## config.mk

```make
export PLATFORM = sky130hd
export DESIGN_NAME = fetch_stage
export DESIGN_NICKNAME = d
export VERILOG_FILES = /design/src/rtl/fetch_stage.sv
export SDC_FILE = /design/constraint.sdc
export NUM_CORES = 1
export LEC_CHECK = 0
export ABC_AREA = 1
export BUFFER_PORTS_ARGS = -buffer_cell sky130_fd_sc_hd__clkbuf_2
export CAP_MARGIN = 20
export CORE_ASPECT_RATIO = 0.6
export CORE_MARGIN = 4
export CORE_UTILIZATION = 40
export CTS_BUF_LIST = sky130_fd_sc_hd__clkbuf_8
export CTS_CLUSTER_SIZE = 14
export DETAILED_ROUTE_END_ITERATION = 10
export PLACE_DENSITY = 0.65
export SKIP_CTS_REPAIR_TIMING = 1
export SLEW_MARGIN = 0
export SYNTH_ARGS = -nofsm -noshare
export SYNTH_HDL_FRONTEND = slang
export SYNTH_SLANG_ARGS = --single-unit
```

## constraint.sdc

```tcl
create_clock -name clk -period 2.9 [get_ports clk]
set_clock_uncertainty 0.05 [all_clocks]
set_input_delay 0.435 -clock clk [delete_from_list [all_inputs] [get_ports clk]]
set_output_delay 0.435 -clock clk [all_outputs]
set_load 0.1 [all_outputs]
```

## src/rtl/fetch_stage.sv

```systemverilog
// Instruction fetch stage: owns the fetch PC and keeps at most one word read in flight
// to instruction memory. It presents the fetched instruction, or a NOP, to the IF/ID register.
module fetch_stage #(
    parameter logic [31:0] RESET_PC = 32'h0000_0000
) (
    input  logic        clk,
    input  logic        rst,
    input  logic        StallF,
    input  logic        PCSrcD,
    input  logic [31:0] PCBranchD,
    output logic        imem_req,
    output logic [31:0] imem_addr,
    input  logic        imem_gnt,
    input  logic        imem_rvalid,
    input  logic [31:0] imem_rdata,
    output logic [31:0] PC_F,
    output logic [31:0] Instr_F,
    output logic [31:0] PC_Plus4_F,
    output logic        InstrValid_F
);

    typedef enum logic [1:0] {
        ST_REQ,
        ST_WAIT,
        ST_DISCARD
    } state_e;

    localparam logic [31:0] WORD_MASK = 32'hFFFF_FFFC;

    state_e      state_q, state_d;
    logic [31:0] fetch_pc_q, fetch_pc_d;
    logic [31:0] pc_q, pc_d;
    logic [31:0] pc_plus4_q, pc_plus4_d;
    logic [31:0] instr_q, instr_d;
    logic        valid_q, valid_d;
    logic        issue;
    logic        consume;

    always_ff @(posedge clk) begin
        if (rst) begin
            state_q    <= ST_REQ;
            fetch_pc_q <= RESET_PC & WORD_MASK;
            pc_q       <= RESET_PC & WORD_MASK;
            pc_plus4_q <= (RESET_PC & WORD_MASK) + 32'd4;
            instr_q    <= 32'h0;
            valid_q    <= 1'b0;
        end else begin
            state_q    <= state_d;
            fetch_pc_q <= fetch_pc_d;
            pc_q       <= pc_d;
            pc_plus4_q <= pc_plus4_d;
            instr_q    <= instr_d;
            valid_q    <= valid_d;
        end
    end

    // A request may only go out once the output slot will be free at the response.
    always_comb begin
        imem_req  = (state_q == ST_REQ) && !PCSrcD && (!valid_q || !StallF);
        imem_addr = fetch_pc_q;
        issue     = imem_req && imem_gnt;
        consume   = valid_q && !StallF && !PCSrcD;
    end

    always_comb begin
        state_d    = state_q;
        fetch_pc_d = fetch_pc_q;
        pc_d       = pc_q;
        pc_plus4_d = pc_plus4_q;
        instr_d    = instr_q;
        valid_d    = valid_q;
        if (PCSrcD) begin
            fetch_pc_d = PCBranchD & WORD_MASK;
            instr_d    = 32'h0;
            valid_d    = 1'b0;
            case (state_q)
                ST_WAIT:    state_d = imem_rvalid ? ST_REQ : ST_DISCARD;
                ST_DISCARD: state_d = imem_rvalid ? ST_REQ : ST_DISCARD;
                default:    state_d = ST_REQ;
            endcase
        end else begin
            if (consume) begin
                instr_d = 32'h0;
                valid_d = 1'b0;
            end
            case (state_q)
                ST_REQ: begin
                    if (issue) begin
                        state_d = ST_WAIT;
                    end
                end
                ST_WAIT: begin
                    if (imem_rvalid) begin
                        instr_d    = imem_rdata;
                        valid_d    = 1'b1;
                        pc_d       = fetch_pc_q;
                        pc_plus4_d = fetch_pc_q + 32'd4;
                        fetch_pc_d = fetch_pc_q + 32'd4;
                        state_d    = ST_REQ;
                    end
                end
                ST_DISCARD: begin
                    if (imem_rvalid) begin
                        state_d = ST_REQ;
                    end
                end
                default: state_d = ST_REQ;
            endcase
        end
    end

    always_comb begin
        PC_F         = pc_q;
        PC_Plus4_F   = pc_plus4_q;
        Instr_F      = instr_q;
        InstrValid_F = valid_q;
    end

endmodule
```

==> impl.org, run 1 <==
** Status
- The run finished with clean final reports.

** Timing
- For the finished layout, the period the worst path requires is 2.07 ns.
- TNS Setup :: 0 ns
- Unrepaired setup endpoints after global routing :: no
- Final critical-path share of the clock period :: 71.3%
- Highest achievable clock rate :: 484 MHz
- Headroom to the max-slew limit :: 50.6%
- Final count of pins violating max slew :: 0
- At the pin with the least slew margin, the transition time is 0.740 ns.
- The total count of hold-check failures in the final report is 0.
- Final setup viols :: 0

** Drt
- The final route contains 5322 vias.
- Routed length per placed instance :: 15.1 um
- The first TritonRoute pass finished after 5 iterations.
- Post-DR vias/cell :: 4.83
- Once detail routing completed, the nets flagged for antenna violations numbered 0.
- Final routed DRC violation total :: 0
- For this block, the initial DRC count from the detailed router was 423.
- For this block, the routed nets add up to 16.6 mm of wire.

** Worst setup path
- Crit-path leading delay family :: buffers and inverters
- The largest single stage delay on the critical path is 0.45 ns.
- The worst setup path is launched from a flop.
- The worst register-to-register path ends at PC_F[2].
- Sum of buffers and inverters on the critical path :: 2
- For the worst setup path, the data required time is 2.41 ns.
- Category of the worst setup path capture point :: output pin
- Launching point of the worst reg2reg path :: state_q[1]
- Along the worst path, the maximum fanout reaches 3.
- Walking the worst path, the cells encountered are inv_1, ha_1, and3_1, clkbuf_2.
- On the critical path, the stage with the largest delay is an instance of sky130_fd_sc_hd__clkbuf_2.
- Counting cells, the worst reg-to-reg path comes to 7.
- Data on the critical path arrives at its endpoint at 1.58 ns.
- The critical path is of the flop to output pin type.
- Setup slack on the worst reg-to-reg path comes out at 1.00 ns.

** Clocking
- At the later pin of the worst-skew pair, clock insertion delay measures 0.43 ns.
- Clock tree sinks :: 125
- Buffer depth of the longest clock path :: 2
- Number of buffers inserted during clock tree synthesis :: 17
- The cell sitting at the root of the clock tree is a sky130_fd_sc_hd__clkbuf_8.
- Number of H-tree levels :: 4
- TritonCTS built the clock tree.
- Worst-path clk slew :: 0.07 ns

** Synthesis
- Sequential share of the synthesized area :: 46.6%
- Number of storage elements in the synthesis netlist :: 125
- Instance count of the mapped netlist :: 742
- Summing the areas of all and, or, nand and nor instances in the mapped netlist gives 23.0% of the synthesized area.
- The portion of synthesized area spent on multiplexers is 0%.
- After synthesis, the largest family of logic cells by area is simple AND/OR/NAND/NOR gates.
- The synthesized netlist devotes 21.0% of its cell area to compound gates.
- Warnings from Yosys :: 0
- After synthesis the cells add up to 5370 um^2.
- Avg Cell Area, Syn :: 7.23 um^2
- Post-Synth XOR/XNOR Area :: 0.653%
- Post-synthesis adder-cell area fraction :: 0.699%
- Unique cell type count in the Yosys netlist :: 30

** Power
- For this design the ratio of total power to cell area is 591 nW/um^2.
- IR analysis of the VDD net gives a maximum drop of 300 uV.
- For this design the static power due to leakage is 2.97 nW.

** Finish
- Final Util :: 52.5%
- Layout cells sized above 1 :: 27.1%
- The number of antenna diodes in the final layout is 0.
- Post-synthesis to final-layout area growth :: 27.0%
- Fill cells in the final layout number 1356.
- At the end of the flow, the number of nets in the layout was 994.

** Worst hold path
- Min-Delay Endpoint :: imem_addr[2]
- The worst hold path begins at PCBranchD[2].
- The path class of the tightest hold or removal check is primary input to flop.
- Cell depth of the worst hold path :: 3

** GRT
- Maximum number of pins on one net before global-route repair :: 76
- Global routing usage summed across all routing layers :: 21.4%
- For this run the aggregate overflow at the end of global routing stands at 0.
- Number of antenna violations at the first check in global routing :: 0
- The via count of the first global-routing pass was 4855.
- The first global-routing pass estimated 26.2 mm of wire.

** Floorplan
- In this run the standard cell core region covers 13000 um^2.
- Top-level I/O count :: 200
- The die covers 15400 um^2.
- The initialized floorplan defines 32 standard-cell rows.
- Initial standard-cell utilization of the core :: 41.4%
- The die is 97.7 um tall.
- The floorplan step set the die width to 158 um.

** Placed design
- The congestion estimate from routability-driven global placement came to 0.836.
- Buffers placed on the I/O ports in this run total 191.
- The wire-length estimate of the detail-placed layout is 12.2 mm.

** Job
- Max-cap violations in this run came to 0.
==> where the power goes <==
group | switching, mW | internal (mW) | leakage, nW
registers | 0.0532 | 1.76 | 1.01
clock network | 0.699 | 0.833 | 0.203
logic | 0.556 | 0.122 | 1.75
==> synthesized netlist by cell type <==
| library cell | count | area share (%) |
|---|---|---|
| sky130_fd_sc_hd__nor2_1 | 47 | 3.3 |
| sky130_fd_sc_hd__inv_2 | 1 | 0.070 |
| sky130_fd_sc_hd__and3_1 | 1 | 0.12 |
| sky130_fd_sc_hd__dfxtp_1 | 125 | 47 |
| sky130_fd_sc_hd__nand2_2 | 4 | 0.47 |
| sky130_fd_sc_hd__nor2_2 | 2 | 0.23 |
| sky130_fd_sc_hd__o21ai_0 | 89 | 8.3 |
| sky130_fd_sc_hd__buf_1 | 2 | 0.14 |
| sky130_fd_sc_hd__nand2_1 | 188 | 13 |
| sky130_fd_sc_hd__nand2_4 | 2 | 0.42 |
| sky130_fd_sc_hd__buf_4 | 7 | 0.98 |
| sky130_fd_sc_hd__a21boi_0 | 1 | 0.14 |
| sky130_fd_sc_hd__o21ai_1 | 2 | 0.19 |
| sky130_fd_sc_hd__ha_1 | 3 | 0.70 |
| sky130_fd_sc_hd__a22oi_1 | 1 | 0.14 |
| sky130_fd_sc_hd__o211a_1 | 1 | 0.19 |
| sky130_fd_sc_hd__clkinv_1 | 1 | 0.070 |
| sky130_fd_sc_hd__buf_2 | 6 | 0.56 |
| sky130_fd_sc_hd__nand3_1 | 27 | 2.5 |
| sky130_fd_sc_hd__inv_1 | 54 | 3.8 |
| sky130_fd_sc_hd__xor2_1 | 4 | 0.65 |
| sky130_fd_sc_hd__a21oi_1 | 115 | 11 |
| sky130_fd_sc_hd__clkbuf_1 | 31 | 2.2 |
| sky130_fd_sc_hd__conb_1 | 1 | 0.070 |
| sky130_fd_sc_hd__nor2_4 | 10 | 2.1 |
| sky130_fd_sc_hd__a211oi_1 | 1 | 0.14 |
| sky130_fd_sc_hd__and2_1 | 3 | 0.35 |
| sky130_fd_sc_hd__a31oi_1 | 10 | 1.2 |
| sky130_fd_sc_hd__nand3_2 | 2 | 0.37 |
| sky130_fd_sc_hd__buf_6 | 1 | 0.21 |
==> per-stage QoR <==
step	hold WS [ns]	instance area [um^2]	setup WS (ns)	cells	total power, mW
final	0.209	6820	0.832	1103	4.03
after global placement	0.398	6430	1.04	1072	2.53
after detailed placement	0.400	6430	1.01	1072	2.53
after global routing	0.180	6820	0.732	1103	4.19
after floorplan	0.389	5390	0.577	747	2.39
after CTS	0.184	6820	0.799	1103	4.06
==> metal layers <==
layer	part of all wire [%]	wire, um	track usage [%]	up-vias
met5	0	0	0	-
met4	0.63	104	4.76	0
met3	7.9	1310	6.91	6
met2	38	6380	27.5	180
met1	53	8840	34.1	2361
li1	-	-	-	2775
==> cells in the final DEF, fill, tap and decap left out <==
cell / synthesis / layout
sky130_fd_sc_hd__a211oi_1: 1 / 1
sky130_fd_sc_hd__a21boi_0: 1 / 1
sky130_fd_sc_hd__a21oi_1: 115 / 115
sky130_fd_sc_hd__a22oi_1: 1 / 1
sky130_fd_sc_hd__a31oi_1: 10 / 10
sky130_fd_sc_hd__and2_1: 3 / 3
sky130_fd_sc_hd__and3_1: 1 / 1
sky130_fd_sc_hd__buf_4: 7 / 11
sky130_fd_sc_hd__bufinv_16: 0 / 3
sky130_fd_sc_hd__clkbuf_2: 0 / 191
sky130_fd_sc_hd__clkbuf_8: 0 / 17
sky130_fd_sc_hd__clkinv_1: 1 / 1
sky130_fd_sc_hd__clkinv_2: 0 / 5
sky130_fd_sc_hd__clkinv_4: 0 / 2
sky130_fd_sc_hd__clkinvlp_4: 0 / 2
sky130_fd_sc_hd__conb_1: 1 / 6
sky130_fd_sc_hd__dfxtp_1: 125 / 125
sky130_fd_sc_hd__ha_1: 3 / 3
sky130_fd_sc_hd__inv_1: 54 / 56
sky130_fd_sc_hd__inv_2: 1 / 1
sky130_fd_sc_hd__nand2_1: 188 / 187
sky130_fd_sc_hd__nand2_2: 4 / 5
sky130_fd_sc_hd__nand2_4: 2 / 2
sky130_fd_sc_hd__nand3_1: 27 / 27
sky130_fd_sc_hd__nand3_2: 2 / 2
sky130_fd_sc_hd__nor2_1: 47 / 47
sky130_fd_sc_hd__nor2_2: 2 / 1
sky130_fd_sc_hd__nor2_4: 10 / 11
sky130_fd_sc_hd__o211a_1: 1 / 1
sky130_fd_sc_hd__o21ai_0: 89 / 89
sky130_fd_sc_hd__o21ai_1: 2 / 2
sky130_fd_sc_hd__xor2_1: 4 / 4
==> cell type report <==
| class | instances | area [um^2] | area share, % |
|---|---|---|---|
| Multi-Input combinational cell | 519 | 2460 | 36.1 |
| Sequential cell | 125 | 2500 | 36.7 |
| Clock inverter | 14 | 155 | 2.28 |
| Clock buffer | 17 | 234 | 3.43 |
| Inverter | 56 | 210 | 3.08 |
| Tap cell | 170 | 213 | 3.12 |
| Timing Repair Buffer | 202 | 1040 | 15.2 |
==> how the worst max path moves through the flow <==
stage,from,cells past startpoint,endpoint
after floorplan,imem_addr[3],8,PC_Plus4_F[18]
after global placement,imem_rvalid,6,PC_F[2]
after detailed placement,imem_rvalid,6,PC_F[2]
after CTS,state_q[0],4,imem_req
after global routing,state_q[0],4,imem_req
final,state_q[0],4,imem_req
==> kinds of logic after synthesis <==
group                      count (synthesis)
and+or+nand+nor                          286
DFF                                      125
buffers and inverters                    103
xor gates and xnor gates                   4
AOI/OAI and AO/OA                        220
other                                      1
adders and majority gates                  3
==> state kept, by name (all words and copies together) (netlist names) <==
signal	cells
InstrValid_F	1
Instr_F	32
PC_F	30
PC_Plus4_F	30
imem_addr	30
state_q	2
==> tightest hold or removal path, cell delays in order <==
cell and delay [ns]:
sky130_fd_sc_hd__clkbuf_2 0.08, sky130_fd_sc_hd__nand2_1 0.05, sky130_fd_sc_hd__a31oi_1 0.07
(Power assumes the default switching activity.)
==> inputs of run 2 (changes only) <==
- clock period: 2.9 -> 2.1 ns (I/O delays scaled with it)
==> impl.org, run 2 (synthesis gave the netlist of run 1 again) <==
** Power
- Net switching is 30.5% of the power.
- Combinational cells account for 15.8% of the total power.
- For this design the total switching power over the nets is 1.86 mW.
- Peak VDD IR :: 370 uV
- Power Dens Cells :: 867 nW/um^2
- Sequential Power Share :: 41.2%
- Total leakage power :: 3.05 nW
- Clock share of power :: 43.0%
- Cell internal power was estimated by the tool at 4.23 mW.

** Drt
- Post-DR vias/cell :: 4.88
- For this block, the routed nets add up to 16.7 mm of wire.
- First DRT Iteration DRCs :: 397
- Final routed DRC violation total :: 0
- Once detail routing completed, the nets flagged for antenna violations numbered 0.
- In the final routed layout, each cell accounts on average for 15.0 um.
- Vias :: 5416
- Before antenna repair, the detailed router went through 5 iterations.

** Worst setup path
- Counting both buffers and inverters, the worst setup path holds a total of 1.
- The worst setup path is captured at an output pin.
- Arrival time of the worst setup path :: 1.48 ns
- STA classifies the critical path startpoint as a flop.
- Data on the critical path is required at its endpoint by 1.74 ns.
- Crit-path leading delay family :: flip-flops
- Of all nets on the critical path, the largest fanout is 8.
- Among all stages on the critical path, the largest delay is contributed by sky130_fd_sc_hd__dfxtp_1.
- Setup CP Type :: flop to output pin
- The largest single stage delay on the critical path is 0.53 ns.
- Traced cell by cell, the critical path runs through clkbuf_2.

** GRT
- Global routing usage summed across all routing layers :: 21.5%
- Routing usage on met2 :: 26.7%
- The via count of the first global-routing pass was 4860.
- After global routing the overflow that remains totals 0.
- Layer with the highest usage after global routing :: met1
- M3 GR Usage :: 6.55%
- The initial antenna violation count came to 0.
- The first global-routing pass estimated 26.3 mm of wire.
- Global routing used 35.0% of the available met1 tracks.
- Entering global routing, the biggest net connects 76 pins.

** Floorplan
- Initial standard-cell utilization of the core :: 41.4%
- Site row count :: 32
- Measured along the x axis, the die boundary spans 158 um.
- Height of the die :: 97.7 um
- Area enclosed by the die boundary :: 15400 um^2
- Top-level I/O count :: 200
- After floorplanning, the core was sized to cover 13000 um^2.

** Finish
- Final non-filler cell area :: 7020 um^2
- Post-synthesis to final-layout area growth :: 30.8%
- Summing all multi-input logic gate instances after layout gives 2470 um^2.
- Number of filler instances in the final layout :: 1324
- The register with the most flip-flops in the layout has 32 of them.
- The library cell used most frequently in the layout, excluding fill and tap cells, is sky130_fd_sc_hd__clkbuf_2.
- The number of antenna diodes in the final layout is 0.
- Storage cell area :: 2510 um^2
- In the final layout, the share of cells above drive strength 1 is 28.7%.
- Top library cells by usage in the layout, fill and taps aside :: 190 x sky130_fd_sc_hd__clkbuf_2, 187 x sky130_fd_sc_hd__nand2_1, 118 x sky130_fd_sc_hd__dfxtp_1
- The final layout contains 1000 nets.

** Timing
- Of the available clock period, the critical path in the final layout requires 87.9%.
- Final setup viols :: 0
- For the pin with the worst max-slew slack, the measured transition is 0.592 ns.
- On the final layout, the worst hold slack is 0.0754 ns.
- TNS Setup :: 0 ns
- Derived from the worst setup path, the maximum achievable clock frequency is 542 MHz.
- The number of slew-limit violations in the final report was 0.
- Unrepaired setup endpoints after global routing :: no
- After layout, the worst setup slack is 0.254 ns.
- Headroom to the max-slew limit came out at 60.7%.
- The total count of hold-check failures in the final report was 0.
- Min cycle time layout :: 1.85 ns

** Clocking
- Number of buffers inserted during clock tree synthesis :: 17
- The clock reaches the later pin of the worst-skew pair after 0.43 ns.
- TritonCTS built the clock tree.
- Clock tree root driver cell :: sky130_fd_sc_hd__clkbuf_8
- The clock drives 125 sinks.
- The clock tree synthesis step divided the H-tree into 4 levels.
- After clock tree synthesis, the clock-pin slew on the worst setup and hold paths is 0.07 ns.
- Buffer depth of the longest clock path :: 2

** Placed design
- Worst Setup Slack post-DPL :: 0.382 ns
- Half-perimeter wire length of the detailed placement result :: 12.4 mm
- Once placement finished, the instance area stood at 6520 um^2.
- Number of buffers inserted by port buffering :: 191
- Routability Congestion :: 0.859

** Job
- Maximum Capacitance Violations :: 0

** Status
- The flow ran to the end, and the final reports show no timing, DRC or antenna violations.

** Worst hold path
- Worst hold path class :: primary input to flop
## run 2: cell types whose count changed in the layout (fill, tap and decap cells not counted), moves of 2 or more
cell	change
sky130_fd_sc_hd__inv_6	+2
sky130_fd_sc_hd__dfxtp_2	+7
sky130_fd_sc_hd__bufinv_16	+3
sky130_fd_sc_hd__buf_12	+3
sky130_fd_sc_hd__clkinv_2	-4
sky130_fd_sc_hd__clkbuf_8	+2
sky130_fd_sc_hd__inv_1	-2
sky130_fd_sc_hd__dfxtp_1	-7
sky130_fd_sc_hd__buf_4	+4
## run 2: final cells by class
class	instances	area share, %
clock buffer	19	3.72
inverter	56	2.99
clock inverter	13	3.35
timing repair buffer	208	16.0
sequential	125	35.8
multi-input combinational	519	35.1
tap	170	3.03
## run 2: final timing paths
check          startpoint             to  cells after the start  slack, ns
max          imem_addr[4]   imem_addr[4]                      1       0.25
min          PCBranchD[2]   imem_addr[2]                      3       0.08
max reg2reg  imem_addr[3]  imem_addr[18]                      8       0.35
min reg2reg    Instr_F[0]     Instr_F[0]                      2       0.41
## run 2: per-layer routing
layer / wire length (um) / vias to the layer above
li1: - / 2783
met1: 8720 / 2410
met2: 6230 / 213
met3: 1600 / 10
met4: 127 / 0
met5: 0 / -
## run 2: per-stage QoR
| stage | power (mW) | std cells | util [%] |
|---|---|---|---|
| detailed placement | 3.52 | 1078 | 50.3 |
| floorplan | 3.30 | 747 | - |
| global placement | 3.52 | 1078 | 50.3 |
| global route | 6.31 | 1110 | 54.1 |
| CTS | 6.14 | 1110 | 54.1 |
| finish | 6.09 | 1110 | 54.1 |
## run 2: power groups by stage
stage | Combinational [mW] | Clock [mW] | Sequential [mW]
CTS | 0.962 | 2.67 | 2.51
global placement | 0.957 | 0 | 2.56
finish | 0.961 | 2.62 | 2.51
floorplan | 0.286 | 0 | 3.01
global route | 1.02 | 2.77 | 2.52
detailed placement | 0.960 | 0 | 2.56
==> inputs of run 3 (changes only) <==
- PLACE_DENSITY: 0.65 -> 0.67
==> impl.org, run 3 (synthesis gave the netlist of run 1 again) <==
** Drt
- Post-DRT Antenna Nets :: 0
- In the final routed layout, each cell accounts on average for 14.9 um.
- The first detailed-routing pass ran for 5 iterations.
- Post-DR vias/cell :: 4.91
- For this block, the routed nets add up to 16.5 mm of wire.
- For this run, design rule violations remaining after detail routing come to 0.
- The routed layout has 5444 vias.
- The detailed router finished its first iteration with 392 violations.

** Worst setup path
- The signal on the critical path passes through clkbuf_2.
- Setup CP Type :: flop to output pin
- Required time at the worst-slack endpoint :: 1.74 ns
- Launching element type of the critical path :: flop
- Along the worst path, the maximum fanout reaches 8.
- Data arrives at the worst endpoint at 1.50 ns.
- Setup slack on the worst reg-to-reg path comes out at 0.39 ns.
- STA classifies the critical path endpoint as an output pin.
- Slowest cell on the critical path :: sky130_fd_sc_hd__dfxtp_1
- The cell family contributing the most delay on the critical path is flip-flops.
- The number of buffers and inverters on the critical path is 1.
- Worst path max stage delay :: 0.54 ns

** Floorplan
- The total area inside the core boundary comes to 13000 um^2.
- The die is 158 um wide.
- The floorplan has 32 rows.
- In this run the count of I/O pins placed on the die edge is 200.
- Area enclosed by the die boundary :: 15400 um^2
- In this run the vertical extent of the chip is 97.7 um.
- Initial standard-cell utilization of the core :: 41.4%

** Timing
- Counting I/O delays and the setup requirement, the final critical path takes 1.87 ns.
- Final critical-path share of the clock period :: 89.0%
- Number of hold-slack violations in the final timing report :: 0
- Derived from the worst setup path, the maximum achievable clock frequency is 535 MHz.
- Final count of pins violating max slew :: 0
- Summed over all failing endpoints, the final setup total negative slack is 0 ns.
- Worst-case setup margin in the final layout :: 0.232 ns
- For the pin with the worst max-slew slack, the measured transition is 0.579 ns.
- Final setup viols :: 0
- Headroom to the max-slew limit :: 61.6%
- Across all hold checks on the routed design, the worst slack comes to 0.0858 ns.
- Setup repair after global routing left no endpoint under its margin.

** Finish
- The register with the most flip-flops in the layout has 32 of them.
- Compared with the post-synthesis result, the final layout area differs by 27.6%.
- The number of antenna diodes in the final layout is 0.
- Number of filler instances in the final layout :: 1321
- Leading cell type in the layout, fill and taps excluded :: sky130_fd_sc_hd__clkbuf_2
- The post-route netlist has 28.3% of its cells at a drive strength greater than 1.
- Top library cells by usage in the layout, fill and taps aside :: 190 x sky130_fd_sc_hd__clkbuf_2, 187 x sky130_fd_sc_hd__nand2_1, 118 x sky130_fd_sc_hd__dfxtp_1
- Final non-filler cell area :: 6850 um^2
- Number of nets in the layout :: 999

** GRT
- Remaining Overflow, GRT :: 0
- Via count of the first global-routing pass :: 4892
- The first global-routing pass estimated 25.9 mm of wire.
- Across every metal layer, demand over resource in global routing totals 21.1%.
- The initial antenna violation count was 0.
- Maximum number of pins on one net before global-route repair :: 76

** Power
- Sequential Power Share :: 47.2%
- The internal power of the cells totals 3.53 mW.
- Per report_power, the combinational group accounts for 17.9% of the total.
- Switching portion of total power :: 33.8%
- Total leakage power :: 2.98 nW
- The completed layout was analyzed and its total power is 5.32 mW.
- The worst-case IR drop observed on VDD is 300 uV.
- For this design the ratio of total power to cell area is 777 nW/um^2.
- In this run the power spent charging and discharging nets is 1.80 mW.
- Clock share of power :: 34.9%

** Clocking
- TritonCTS clock tree :: done
- Clock tree synthesis selected as its root buffer the cell sky130_fd_sc_hd__clkbuf_8.
- The clock reaches the later pin of the worst-skew pair after 0.43 ns.
- Clock-pin slew was measured on the worst setup and hold paths at 0.07 ns.
- The clock tree synthesis step divided the H-tree into 4 levels.
- Clock tree sinks :: 125
- Clock tree synthesis inserted a total of 17 buffers.
- Buffer depth of the longest clock path :: 2

** Status
- Result of the run :: completed

** Placed design
- Number of buffers inserted by port buffering :: 191
- The placed instances occupy a cell area of 6500 um^2.
- At the end of routability-driven placement, the weighted congestion stood at 0.834.
- Half-perimeter wire length of the detailed placement result :: 12.3 mm
- OpenSTA, run right after detailed placement, puts the worst setup slack at 0.386 ns.

** Job
- Max-cap violations in this run came to 0.

** Worst hold path
- Worst hold path class :: primary input to flop
[run 3: path summary, 6_finish.rpt]
path | start | endpoint | cells after the start
worst min-delay path | PCBranchD[6] | imem_addr[6] | 3
worst min register to register | Instr_F[14] | Instr_F[14] | 2
worst max register to register | imem_addr[3] | PC_Plus4_F[24] | 8
worst max-delay path | imem_addr[4] | imem_addr[4] | 1
[run 3: area by class of cell]
type	instances	area, um^2	area share [%]
tap	170	213	3.11
clock buffer	17	234	3.42
multi-input combinational	519	2470	36.0
timing repair buffer	207	1100	16.1
sequential	125	2510	36.7
clock inverter	15	110	1.61
inverter	56	210	3.07
[run 3: metal layers]
| metal | up-vias | global-route usage [%] | share of wire [%] | wire length (um) |
|---|---|---|---|---|
| met5 | - | 0 | 0 | 0 |
| met4 | 0 | 4.76 | 0.78 | 129 |
| met3 | 14 | 6.20 | 9.0 | 1490 |
| met2 | 196 | 27.0 | 38 | 6240 |
| met1 | 2451 | 33.8 | 53 | 8690 |
| li1 | 2783 | - | - | - |
[run 3: power groups by stage]
stage                     Clock (mW)  Combinational, mW  Sequential [mW]
final                           1.86              0.954             2.51
after global routing            2.00               1.01             2.52
after CTS                       1.91              0.956             2.51
after detailed placement           0              0.953             2.56
after global placement             0              0.949             2.56
after floorplan                    0              0.286             3.01
[run 3: through the flow]
stage / utilization [%] / instances
6_report: 52.8 / 1109
5_1_grt: 52.8 / 1109
4_1_cts: 52.8 / 1109
3_5_place_dp: 50.1 / 1077
3_3_place_gp: 50.1 / 1077
2_1_floorplan: - / 747
